===== src/rtl/msx_bus_cycle_if.sv =====
// rtl/msx_bus_cycle_if.sv - host strobes, backend handshake and cycle outputs of msx_bus_cycle
interface msx_bus_cycle_if #(
   parameter int ADDR_W = 16
);
   logic              ena;
   logic              sltsl_n;
   logic              iorq_n;
   logic              rd_n;
   logic              wr_n;
   logic              m1_n;
   logic [ADDR_W-1:0] addr_in;
   logic [7:0]        data_in;
   logic              req;
   logic              ack;
   logic              cyc_io;
   logic              cyc_wr;
   logic [ADDR_W-1:0] cyc_addr;
   logic [7:0]        cyc_wdata;
   logic [7:0]        rdata;
   logic [7:0]        data_out;
   logic              data_oe;
   logic              wait_n;
   logic              timeout;

   // Drives strobes/address/data and answers the backend handshake.
   modport master (
      output ena, sltsl_n, iorq_n, rd_n, wr_n, m1_n, addr_in, data_in, ack, rdata,
      input  req, cyc_io, cyc_wr, cyc_addr, cyc_wdata, data_out, data_oe, wait_n, timeout
   );

   // The cycle sequencer.
   modport slave (
      input  ena, sltsl_n, iorq_n, rd_n, wr_n, m1_n, addr_in, data_in, ack, rdata,
      output req, cyc_io, cyc_wr, cyc_addr, cyc_wdata, data_out, data_oe, wait_n, timeout
   );
endinterface


===== src/rtl/msx_bus_cycle.sv =====
// rtl/msx_bus_cycle.sv - MSX cartridge bus cycle classifier, WAIT generator and backend handshake
module msx_bus_cycle #(
   parameter int ADDR_W       = 16,
   parameter int SETTLE       = 2,
   parameter int WAIT_TIMEOUT = 255
) (
   input  logic              clk,
   input  logic              reset,
   msx_bus_cycle_if.slave    bus
);
   typedef enum logic [1:0] {S_IDLE, S_SETTLE, S_REQ, S_HOLD} state_t;

   localparam int CNT_W  = (SETTLE > 1) ? $clog2(SETTLE) : 1;
   localparam int TCNT_W = (WAIT_TIMEOUT > 1) ? $clog2(WAIT_TIMEOUT) : 1;
   localparam logic [CNT_W-1:0]  SETTLE_LAST  = CNT_W'(SETTLE - 1);
   localparam logic [TCNT_W-1:0] TIMEOUT_LAST = TCNT_W'(WAIT_TIMEOUT - 1);

   state_t              r_state;
   state_t              w_state_nxt;
   logic [CNT_W-1:0]    r_cnt;
   logic [TCNT_W-1:0]   r_tcnt;
   logic                r_cyc_io;
   logic                r_cyc_wr;
   logic [ADDR_W-1:0]   r_cyc_addr;
   logic [7:0]          r_cyc_wdata;
   logic [7:0]          r_data_out;
   logic                r_timeout;

   logic w_mem;
   logic w_io;
   logic w_cond;
   logic w_latch;
   logic w_ack_take;
   logic w_tmo;
   logic w_cnt_inc;
   logic w_tcnt_inc;

   // Memory beats IO; INTA (iorq+m1 both low) is excluded from IO.
   assign w_mem  = !bus.sltsl_n && (!bus.rd_n || !bus.wr_n);
   assign w_io   = !bus.iorq_n && bus.m1_n && (!bus.rd_n || !bus.wr_n);
   assign w_cond = w_mem || w_io;

   // State register.
   always_ff @(posedge clk or posedge reset) begin
      if (reset) r_state <= S_IDLE;
      else       r_state <= w_state_nxt;
   end

   // Next-state and per-edge action strobes.
   always_comb begin
      w_state_nxt = r_state;
      w_latch     = 1'b0;
      w_ack_take  = 1'b0;
      w_tmo       = 1'b0;
      w_cnt_inc   = 1'b0;
      w_tcnt_inc  = 1'b0;
      case (r_state)
         S_IDLE: begin
            if (bus.ena && w_cond) w_state_nxt = S_SETTLE;
         end
         S_SETTLE: begin
            if (bus.ena) begin
               if (!w_cond) begin
                  w_state_nxt = S_IDLE;
               end else if (r_cnt == SETTLE_LAST) begin
                  w_latch     = 1'b1;
                  w_state_nxt = S_REQ;
               end else begin
                  w_cnt_inc = 1'b1;
               end
            end
         end
         S_REQ: begin
            // ack is checked first so a same-cycle ack suppresses the timeout.
            if (bus.ack) begin
               w_ack_take  = 1'b1;
               w_state_nxt = S_HOLD;
            end else if (r_tcnt == TIMEOUT_LAST) begin
               w_tmo       = 1'b1;
               w_state_nxt = S_HOLD;
            end else begin
               w_tcnt_inc = 1'b1;
            end
         end
         S_HOLD: begin
            if (bus.ena && bus.rd_n && bus.wr_n) w_state_nxt = S_IDLE;
         end
         default: w_state_nxt = S_IDLE;
      endcase
   end

   // Settle and timeout counters; settle count is held at zero while idle.
   always_ff @(posedge clk or posedge reset) begin
      if (reset) begin
         r_cnt  <= '0;
         r_tcnt <= '0;
      end else begin
         if (r_state == S_IDLE) r_cnt <= '0;
         else if (w_cnt_inc)    r_cnt <= r_cnt + 1'b1;
         if (w_latch)           r_tcnt <= '0;
         else if (w_tcnt_inc)   r_tcnt <= r_tcnt + 1'b1;
      end
   end

   // Cycle latch, read data return and timeout pulse.
   always_ff @(posedge clk or posedge reset) begin
      if (reset) begin
         r_cyc_io    <= 1'b0;
         r_cyc_wr    <= 1'b0;
         r_cyc_addr  <= '0;
         r_cyc_wdata <= '0;
         r_data_out  <= 8'hFF;
         r_timeout   <= 1'b0;
      end else begin
         r_timeout <= w_tmo;
         if (w_latch) begin
            r_cyc_io    <= !w_mem;
            r_cyc_wr    <= bus.rd_n && !bus.wr_n;
            r_cyc_addr  <= bus.addr_in;
            r_cyc_wdata <= bus.data_in;
         end
         if (w_ack_take && !r_cyc_wr) r_data_out <= bus.rdata;
         else if (w_tmo)              r_data_out <= 8'hFF;
      end
   end

   assign bus.req       = (r_state == S_REQ);
   assign bus.wait_n    = !((r_state == S_SETTLE) || (r_state == S_REQ));
   assign bus.data_oe   = (r_state == S_HOLD) && !r_cyc_wr;
   assign bus.cyc_io    = r_cyc_io;
   assign bus.cyc_wr    = r_cyc_wr;
   assign bus.cyc_addr  = r_cyc_addr;
   assign bus.cyc_wdata = r_cyc_wdata;
   assign bus.data_out  = r_data_out;
   assign bus.timeout   = r_timeout;
endmodule

===== src/flat_wrapper.sv =====
// flat-port wrapper written by rule: the top's interface ports become plain ports
module msx_bus_cycle_flat 
#(
   parameter int ADDR_W       = 16,
   parameter int SETTLE       = 2,
   parameter int WAIT_TIMEOUT = 255
)
  (clk, reset, bus_ena, bus_sltsl_n, bus_iorq_n, bus_rd_n, bus_wr_n, bus_m1_n, bus_addr_in, bus_data_in, bus_ack, bus_rdata, bus_req, bus_cyc_io, bus_cyc_wr, bus_cyc_addr, bus_cyc_wdata, bus_data_out, bus_data_oe, bus_wait_n, bus_timeout);
  msx_bus_cycle_if #(.ADDR_W(ADDR_W)) bus_i ();
  input  logic clk;
  input  logic reset;
  input wire logic [$bits(bus_i.ena)-1:0] bus_ena;
  input wire logic [$bits(bus_i.sltsl_n)-1:0] bus_sltsl_n;
  input wire logic [$bits(bus_i.iorq_n)-1:0] bus_iorq_n;
  input wire logic [$bits(bus_i.rd_n)-1:0] bus_rd_n;
  input wire logic [$bits(bus_i.wr_n)-1:0] bus_wr_n;
  input wire logic [$bits(bus_i.m1_n)-1:0] bus_m1_n;
  input wire logic [$bits(bus_i.addr_in)-1:0] bus_addr_in;
  input wire logic [$bits(bus_i.data_in)-1:0] bus_data_in;
  input wire logic [$bits(bus_i.ack)-1:0] bus_ack;
  input wire logic [$bits(bus_i.rdata)-1:0] bus_rdata;
  output wire logic [$bits(bus_i.req)-1:0] bus_req;
  output wire logic [$bits(bus_i.cyc_io)-1:0] bus_cyc_io;
  output wire logic [$bits(bus_i.cyc_wr)-1:0] bus_cyc_wr;
  output wire logic [$bits(bus_i.cyc_addr)-1:0] bus_cyc_addr;
  output wire logic [$bits(bus_i.cyc_wdata)-1:0] bus_cyc_wdata;
  output wire logic [$bits(bus_i.data_out)-1:0] bus_data_out;
  output wire logic [$bits(bus_i.data_oe)-1:0] bus_data_oe;
  output wire logic [$bits(bus_i.wait_n)-1:0] bus_wait_n;
  output wire logic [$bits(bus_i.timeout)-1:0] bus_timeout;
  assign bus_i.ena = bus_ena;
  assign bus_i.sltsl_n = bus_sltsl_n;
  assign bus_i.iorq_n = bus_iorq_n;
  assign bus_i.rd_n = bus_rd_n;
  assign bus_i.wr_n = bus_wr_n;
  assign bus_i.m1_n = bus_m1_n;
  assign bus_i.addr_in = bus_addr_in;
  assign bus_i.data_in = bus_data_in;
  assign bus_i.ack = bus_ack;
  assign bus_i.rdata = bus_rdata;
  assign bus_req = bus_i.req;
  assign bus_cyc_io = bus_i.cyc_io;
  assign bus_cyc_wr = bus_i.cyc_wr;
  assign bus_cyc_addr = bus_i.cyc_addr;
  assign bus_cyc_wdata = bus_i.cyc_wdata;
  assign bus_data_out = bus_i.data_out;
  assign bus_data_oe = bus_i.data_oe;
  assign bus_wait_n = bus_i.wait_n;
  assign bus_timeout = bus_i.timeout;
  msx_bus_cycle #(.ADDR_W(ADDR_W), .SETTLE(SETTLE), .WAIT_TIMEOUT(WAIT_TIMEOUT)) u_core (.clk(clk), .reset(reset), .bus(bus_i));
endmodule

===== config.mk =====
export PLATFORM = sky130hd
export DESIGN_NAME = msx_bus_cycle_flat
export DESIGN_NICKNAME = d
export VERILOG_FILES = /design/src/rtl/msx_bus_cycle_if.sv /design/src/rtl/msx_bus_cycle.sv /design/src/flat_wrapper.sv
export SDC_FILE = /design/constraint.sdc
export NUM_CORES = 1
export LEC_CHECK = 0
export ABC_AREA = 1
export BUFFER_PORTS_ARGS = -buffer_cell sky130_fd_sc_hd__buf_2
export CAP_MARGIN = 10
export CORE_MARGIN = 2
export CORE_UTILIZATION = 49
export DETAILED_ROUTE_END_ITERATION = 6
export HOLD_SLACK_MARGIN = 0.08
export PLACE_DENSITY = 0.77
export SETUP_SLACK_MARGIN = 0.2
export SLEW_MARGIN = 0
export SYNTH_ARGS = -nofsm -noshare
export SYNTH_HDL_FRONTEND = slang
export SYNTH_SLANG_ARGS = --single-unit

===== constraint.sdc =====
create_clock -name clk -period 1.61 [get_ports clk]
set_input_delay 0.161 -clock clk [delete_from_list [all_inputs] [get_ports clk]]
set_output_delay 0.161 -clock clk [all_outputs]
set_load 0.02 [all_outputs]

## Word-level counts from Yosys, hierarchy flattened

Index checks and enable logic that the tools add are counted.

| storage, ports and cells | value |
|---|---|
| register bits | 46 |
| input port bits | 41 |
| output and inout port bits | 38 |
| logic and storage cells | 74 |

| operators by class | value |
|---|---|
| add/sub/neg operators | 2 |
| equality and inequality tests | 9 |
| mux-type cells | 30 |
| reductions and logical operators | 24 |

Operators by type and width:

| kind | count |
|---|---|
| $mux 8 | 4 |
| $mux 1 | 18 |
| $mux 2 | 7 |
| $logic_and 1x1->1 | 9 |
| $add 8x1->8 const B | 1 |
| $eq 8x8->1 const B | 1 |
| $pmux 2 s4 | 1 |
| $logic_not 1->1 | 7 |
| $ne 3x2->1 const B | 2 |
| $reduce_bool 2->1 | 3 |
| $reduce_and 5->1 | 1 |
| $eq 2x2->1 const B | 2 |
| $ne 2x1->1 const B | 2 |
| $logic_or 1x1->1 | 3 |
| $eq 2x1->1 const B | 1 |
| $logic_not 2->1 | 1 |
| $ne 2x2->1 const B | 1 |
| $add 1x1->1 const B | 1 |

## Depth between registers and ports, before layout

Gate-level depths: netlist (run 1).

| depth | value |
|---|---|
| word-level depth | 9 |
| depth in mapped cells | 11 |
| depth with buffers taken out | 11 |

## Worst setup path before layout (run 1)

OpenSTA, ideal clock, no wires.

| timing | value |
|---|---|
| path type | register to register |
| from | reg u_core.r_state[0] |
| to | reg u_core.r_tcnt[5] |
| setup time | 0.117 ns |
| arrival time | 1.490 ns |
| required time | 1.493 ns |
| setup slack | 0.004 ns |
| stages on the path, launching flop included | 10 |
| buffers on the path | 0 |
| period minus slack after synthesis | 1.606 ns |
| cell sequence | dfrtp_1 -> inv_1 -> ha_1 -> inv_1 -> nor2_1 -> nand2_2 -> nor2_2 -> nand2_1 -> nor2_1 -> nor2_1 |

| between the ends | value |
|---|---|
| longest elaborated chain between the ends | 3 |
| elaborated cells between the ends (all ways) | 6 |
| those cells by class | 2 x eq/ne; 3 x mux; 1 x reduce/logical |

RTL lines:

| what | line | text |
|---|---|---|
| start, declared | msx_bus_cycle.sv:18 | `state_t r_state;` |
| start signal, assigned | msx_bus_cycle.sv:46 | `else r_state <= w_state_nxt;` |
| $eq 2x2->1 | -- |  |
| named net bus_req | flat_wrapper.sv:22 | `output wire logic [$bits(bus_i.req)-1:0] bus_req;` |
| $mux 1 | msx_bus_cycle.sv:57 | `case (r_state)` |
| $reduce_bool 2->1 (no line) | -- |  |
| end signal, assigned | msx_bus_cycle.sv:101 | `else if (w_tcnt_inc) r_tcnt <= r_tcnt + 1'b1;` |
| end, declared | msx_bus_cycle.sv:21 | `logic [TCNT_W-1:0] r_tcnt;` |

The timed path passes the listed nets, and every way through them passes these cells.
A chain may end at the register's enable or synchronous reset.

==> results of run 1 <==
==> power by group through the flow <==
stage               Clock, W  Sequential [W]  Combinational, W
CTS                 0.000688         0.00203           0.00217
global placement           0         0.00204           0.00198
finish              0.000679         0.00206           0.00235
global route        0.000738         0.00213           0.00255
detailed placement         0         0.00204           0.00204
floorplan                  0         0.00255          0.000817
==> per-layer routing <==
metal  track usage [%]  wire (um)  vias to the layer above
met2             35.56       2883                       68
met4             5.128         74                        0
met3             3.198        276                       10
met1             26.26       2249                      982
li1                  -          -                     1001
met5                 0          0                        -
==> how the worst min path moves through the flow <==
stage	slack, ps	start	to
floorplan	260	bus_addr_in[15]	u_core.bus.cyc_addr[15]
global placement	210	reset	u_core.r_tcnt[3]
detailed placement	220	reset	u_core.r_tcnt[3]
CTS	80	bus_data_in[0]	u_core.bus.cyc_wdata[0]
global route	90	bus_addr_in[1]	u_core.bus.cyc_addr[1]
finish	80	bus_addr_in[1]	u_core.bus.cyc_addr[1]
==> critical path, cell delays in order (launching register included) <==
cell and delay [ps]:
dfrtp_1 400, buf_6 140, ha_4 160, o21bai_1 150
nand2_1 120, a21oi_2 170, nand3_2 100, nand2_1 100
o21ai_2 60
==> stage by stage <==
stage / hold slack [ps] / utilization, % / power [W] / setup WS [ps] / area, um^2
3_3_place_gp: 211.6 / 64.33 / 0.004020 / 134.1 / 2629
3_5_place_dp: 220.1 / 64.33 / 0.004076 / 65.82 / 2629
4_1_cts: 82.28 / 74.04 / 0.004894 / 152.6 / 3025
2_1_floorplan: 264.9 / - / 0.003369 / 194.3 / 2141
5_1_grt: 89.56 / 78.69 / 0.005415 / 66.16 / 3216
6_report: 81.29 / 78.69 / 0.005090 / 102.1 / 3216
==> final cells by class <==
type	count	area, um^2
clock buffers	5	68.82
clock inverters	3	16.27
fillers	264	870.8
inverters	24	95.09
multi-input cells	166	987.2
flip-flops and latches	46	1162
well taps	50	62.56
repair buffers	121	823.3
==> repair_timing <==
| action | CTS | global route |
|---|---|---|
| pin swaps | 3 | 14 |
| endpoints found under the hold margin | 35 | 0 |
| endpoints found under the setup margin | 44 | 45 |
| hold buffers | 23 | 0 |
| cloned | 0 | 2 |
| buffers inserted | 3 | 7 |
| gates resized for setup | 17 | 40 |
==> registers in the layout, indices dropped and copies added (netlist names), 8 cells and up, named ones only <==
name                  count
u_core.bus.cyc_wdata      8
u_core.r_tcnt             8
u_core.bus.data_out       8
u_core.bus.cyc_addr      16
==> cells by family (layout without fill, tap and decap cells) <==
logic type	count (synthesis)	after routing	share of synthesized area, %
compound gates	21	21	6.718
xor+xnor	1	1	0.4126
fa+ha+maj	7	7	4.125
buf+inv	29	153	6.010
flops	46	46	54.68
simple gates	137	137	28.05
==> layout by cell type (no fill, tap or decap), types with 6 or more instances in the layout <==
master	count
dfrtp_1	37
nand2_2	20
dfstp_2	8
nand3_1	6
inv_1	17
buf_4	14
dlygate4sd3_1	23
nor2_1	9
o22a_1	8
buf_6	6
nand2_1	81
buf_2	76
==> flow_metrics.py, run 1 <==
metrics = {
    "outcome": {
        "status": "finished, final reports clean",
    },
    "logic_synthesis": {
        "yosys_warnings": 0,
        "syn_inst": 241,
        "ys_ff_latch": 46,
        "synth_cell_types": 25,
        "synthArstFlopShare_pct": 100.0,
        "synth_area_per_cell_um2": 8.810,
        "synth.top_cells.by_area": "dfrtp_1, nand2_1, dfstp_2",
        "synth-edff-count": 0,
        "yosysSeqAreaShare_pct": 54.68,
        "yosys.area.top_type": "dfrtp_1",
        "ys.flop_type": "dfrtp_1",
        "synthTopCellsByCount": "nand2_1, dfrtp_1, inv_1",
        "syn_area_um2": 2123,
        "synth_most_common_cell": "nand2_1",
        "yosysTopAreaCellShare_pct": 44.78,
        "synth.net_count": 289,
    },
    "worst_setup_path": {
        "crit_path_end": "u_core.r_state[0]",
        "cp-start-kind": "register",
        "end_kind": "register",
        "cp_max_fo": 3,
        "setup.worst_path.class": "reg2reg",
        "r2r-end": "u_core.r_state[0]",
        "worstPathArrival_ps": 1690,
        "crit_required_ps": 1790,
        "ff2ff_path_depth": 8,
        "rrSetupSlack_ps": 100,
    },
    "route": {
        "ant_nets": 0,
        "post_drt_wl_per_cell_um": 13.21,
        "vias": 2061,
        "drt_iter0_markers": 112,
        "wl_mm": 5.484,
        "drcViolationCount": 0,
        "routed_via_density": 4.966,
        "drt_pass1_iterations": 4,
    },
    "flow_run": {
        "maxCapViolCount": 0,
    },
    "timing": {
        "timing.fmax_ghz": 0.6632,
        "slew_violations": 0,
        "fin_tns_setup_ps": 0,
        "min_period_ps": 1508,
        "hold_viol": 0,
        "relSlewSlack_pct": 67.22,
        "final.setup_skew_ps": 8.032,
        "setup_violations": 0,
        "post-route-period-util_pct": 93.66,
        "tightest_slew_ps": 491.0,
        "rsz0062_at_grt": "yes",
    },
    "placement": {
        "dp_hpwl_mm": 3.350,
        "place_inst": 372,
        "place_congestion": 0.7946,
        "io_buffers": 78,
    },
    "global_route": {
        "grt.overflow.total": 0,
        "grt_pass1_vias": 1895,
        "grt_pass1_wl_mm": 8.107,
        "track_usage_pct": 20.30,
        "grt_antenna_before_repair": 0,
        "grt_max_degree": 26,
    },
    "layout": {
        "stdcell_count": 415,
        "area_delta_synth_final_pct": 51.44,
        "drive_gt1_share_pct": 44.38,
        "n_antenna_cell": 0,
        "final_nets": 412,
    },
    "die": {
        "num_rows": 23,
        "fp.dieW_um": 69.83,
        "initial_utilization_pct": 51.96,
        "fp.coreArea_um2": 4086,
        "io_pins": 79,
        "dieHeight_um": 69.83,
        "die-area_um2": 4876,
    },
    "power": {
        "pwr_density_cell_nw_per_um2": 1583,
        "internal_power_w": 0.002946,
        "seqPwrFrac_pct": 40.6,
        "sw_frac_of_total_pct": 42.12,
        "p_leak_nw": 1.771,
        "power_frac_clock_pct": 13.3,
        "switchingPower_w": 0.002144,
        "combinationalPowerShare_pct": 46.1,
        "vdd_drop_max_mv": 0.9186,
    },
    "cts": {
        "cts-htree-levels": 2,
        "clockRootBuffer": "clkbuf_8",
        "cts_sinks": 46,
        "path_clk_slew_ps": 80,
        "cts_tree": "yes",
        "clockBufferDepth": 2,
        "worstSkewPairLatency_ps": 290,
        "cts_buffers": 5,
    },
    "hold_path": {
        "hold_depth": 3,
        "holdCritPathClass": "in2reg",
    },
}
Note: power is estimated with default switching activity, not from simulation.
==> inputs of run 2 (changes only) <==
Settings changed: CORE_UTILIZATION 49 to 44, PLACE_DENSITY 0.77 to 0.72, SETUP_SLACK_MARGIN 0.2 to 0.1.
Clock period 1.61 ns to 1.3 ns, I/O delays scaled along.
==> run 2 against run 1 <==
- worst hold slack better by 38 ps
- flip-flop and latch count stayed put
- critical path type unchanged
- via count rose by 9.8%
- largest cell class is now multi-input combinational cells
- first-iteration DRC count grew 13%
- the flow now finishes with violations (negative setup slack)
- clock-buffer cell count up 1
==> flow_metrics.py, run 2 (synthesis gave the netlist of run 1 again) <==
metrics = {
    "outcome": {
        "status": "complete, but fails checks",
        "violations": "negative setup slack",
    },
    "die": {
        "num_rows": 25,
        "fp.dieW_um": 73.47,
        "die-area_um2": 5397,
        "io_pins": 79,
        "initial_utilization_pct": 45.25,
        "dieHeight_um": 73.47,
        "fp.coreArea_um2": 4692,
    },
    "layout": {
        "largest_register_ffs": 16,
        "n_antenna_cell": 0,
        "drive_gt1_share_pct": 54.71,
        "final_common_cell": "buf_2",
        "area_delta_synth_final_pct": 79.14,
        "final_nets": 440,
        "utilization_pct": 81.07,
        "final_cell_mix": "buf_2, nand2_1, dfrtp_1",
    },
    "route": {
        "wl_mm": 7.021,
        "routed_via_density": 5.065,
        "drcViolationCount": 0,
        "drt_iter0_markers": 126,
        "post_drt_wl_per_cell_um": 15.71,
        "vias": 2264,
        "ant_nets": 0,
        "drt_pass1_iterations": 4,
    },
    "timing": {
        "relSlewSlack_pct": 78.03,
        "min_period_ps": 1556,
        "slew_violations": 0,
        "tightest_slew_ps": 328.8,
        "holdWs_ps": 119.1,
        "final.setup_skew_ps": 7.125,
        "setup_violations": 47,
        "post-route-period-util_pct": 119.7,
        "rsz0062_at_grt": "yes",
        "hold_viol": 0,
        "layout_setup_ws_ps": -256.3,
        "timing.fmax_ghz": 0.6425,
    },
    "power": {
        "vdd_drop_max_mv": 1.466,
        "pwr_density_cell_nw_per_um2": 1889,
        "p_leak_nw": 2.100,
    },
    "cts": {
        "cts_sinks": 46,
        "path_clk_slew_ps": 90,
        "cts_tree": "yes",
        "clockRootBuffer": "clkbuf_8",
        "worstSkewPairLatency_ps": 300,
        "cts-htree-levels": 2,
        "clockBufferDepth": 2,
        "cts_buffers": 5,
    },
    "global_route": {
        "grt_max_degree": 34,
        "track_usage_pct": 23.47,
        "grt.overflow.total": 0,
        "grt_antenna_before_repair": 0,
        "grt_pass1_wl_mm": 9.687,
        "grt_pass1_vias": 2153,
    },
    "worst_setup_path": {
        "cp-start-kind": "register",
        "cpPeakStageDelay_ps": 430,
        "setup.worst_path.class": "reg2reg",
        "cp_max_fo": 7,
        "end_kind": "register",
        "path_cells": "buf_6 > ha_4 > inv_2 > nor2_4 > nand2_4 > nor2_4 > nand2_2 > nand2_1 > nand2_1 > nor2_1",
        "crit_required_ps": 1530,
        "slowest_stage": "dfrtp_1",
        "worstPathArrival_ps": 1790,
    },
    "hold_path": {
        "holdCritPathClass": "in2reg",
    },
    "placement": {
        "io_buffers": 78,
        "dp_hpwl_mm": 3.488,
        "place_congestion": 0.8229,
    },
    "flow_run": {
        "maxCapViolCount": 0,
    },
}
-- run 2: cell type report --
type,count,area [um^2]
timing repair buffer,149,1180
sequential,46,1162
clock inverter,2,37.54
multi-input combinational,166,1185
inverter,24,98.84
fill,264,888.4
clock buffer,6,72.57
tap,54,67.56
-- run 2: what timing repair did --
item,4_1_cts,5_1_grt
endpoints found under the setup margin,47,48
gates resized for setup,52,64
hold buffers,33,0
buffers inserted,8,5
hold endpoints to repair,45,0
pin swaps,19,24
cloned,3,1
-- run 2: critical path, delay by kind of cell, from the launching register on --
family	cells	cell delay, ps
flops	1	430
fa+ha+maj	1	130
simple gates	7	740
buf+inv	2	170
-- run 2: power by group --
part	switching, W	total, W	internal [W]
Sequential	0.000386	0.00253	0.00214
Combinational	0.00207	0.00358	0.00151
Clock	0.000506	0.00108	0.000574
Total	0.00296	0.00718	0.00422
-- run 2: layer usage --
layer,up-vias,part of all wire [%],track usage (%)
met2,90,54,41.07
met4,0,3.1,9.091
met3,20,4.6,4.527
met5,-,0,0
met1,1091,38,28.37
li1,1063,-,-
-- run 2: final timing paths --
path | slack (ps) | to | start | cells past startpoint
worst max-delay path | -260 | u_core.r_tcnt[6] | register | 10
worst min-delay path | 120 | u_core.bus.cyc_io | bus_sltsl_n | 3
worst max register to register | -260 | u_core.r_tcnt[6] | register | 10
worst min register to register | 480 | u_core.bus.cyc_wdata[6] | u_core.bus.cyc_wdata[6] | 2
max in group asynchronous | 440 | u_core.bus.data_out[4] | reset | 4
min in group asynchronous | 330 | u_core.bus.timeout | reset | 3
-- run 2: through the flow --
| step | area, um^2 | setup WS (ps) | power [W] | TNS, ps | cells |
|---|---|---|---|---|---|
| 6_report | 3804 | -256.3 | 0.007185 | -7445 | 447 |
| 5_1_grt | 3804 | -360.0 | 0.007569 | -10500 | 447 |
| 4_1_cts | 3502 | -154.6 | 0.006730 | -3483 | 441 |
| 3_5_place_dp | 2796 | -143.8 | 0.005272 | -4557 | 389 |
| 3_3_place_gp | 2796 | -112.7 | 0.005190 | -2889 | 389 |
| 2_1_floorplan | 2190 | -106.2 | 0.004238 | -1789 | 241 |
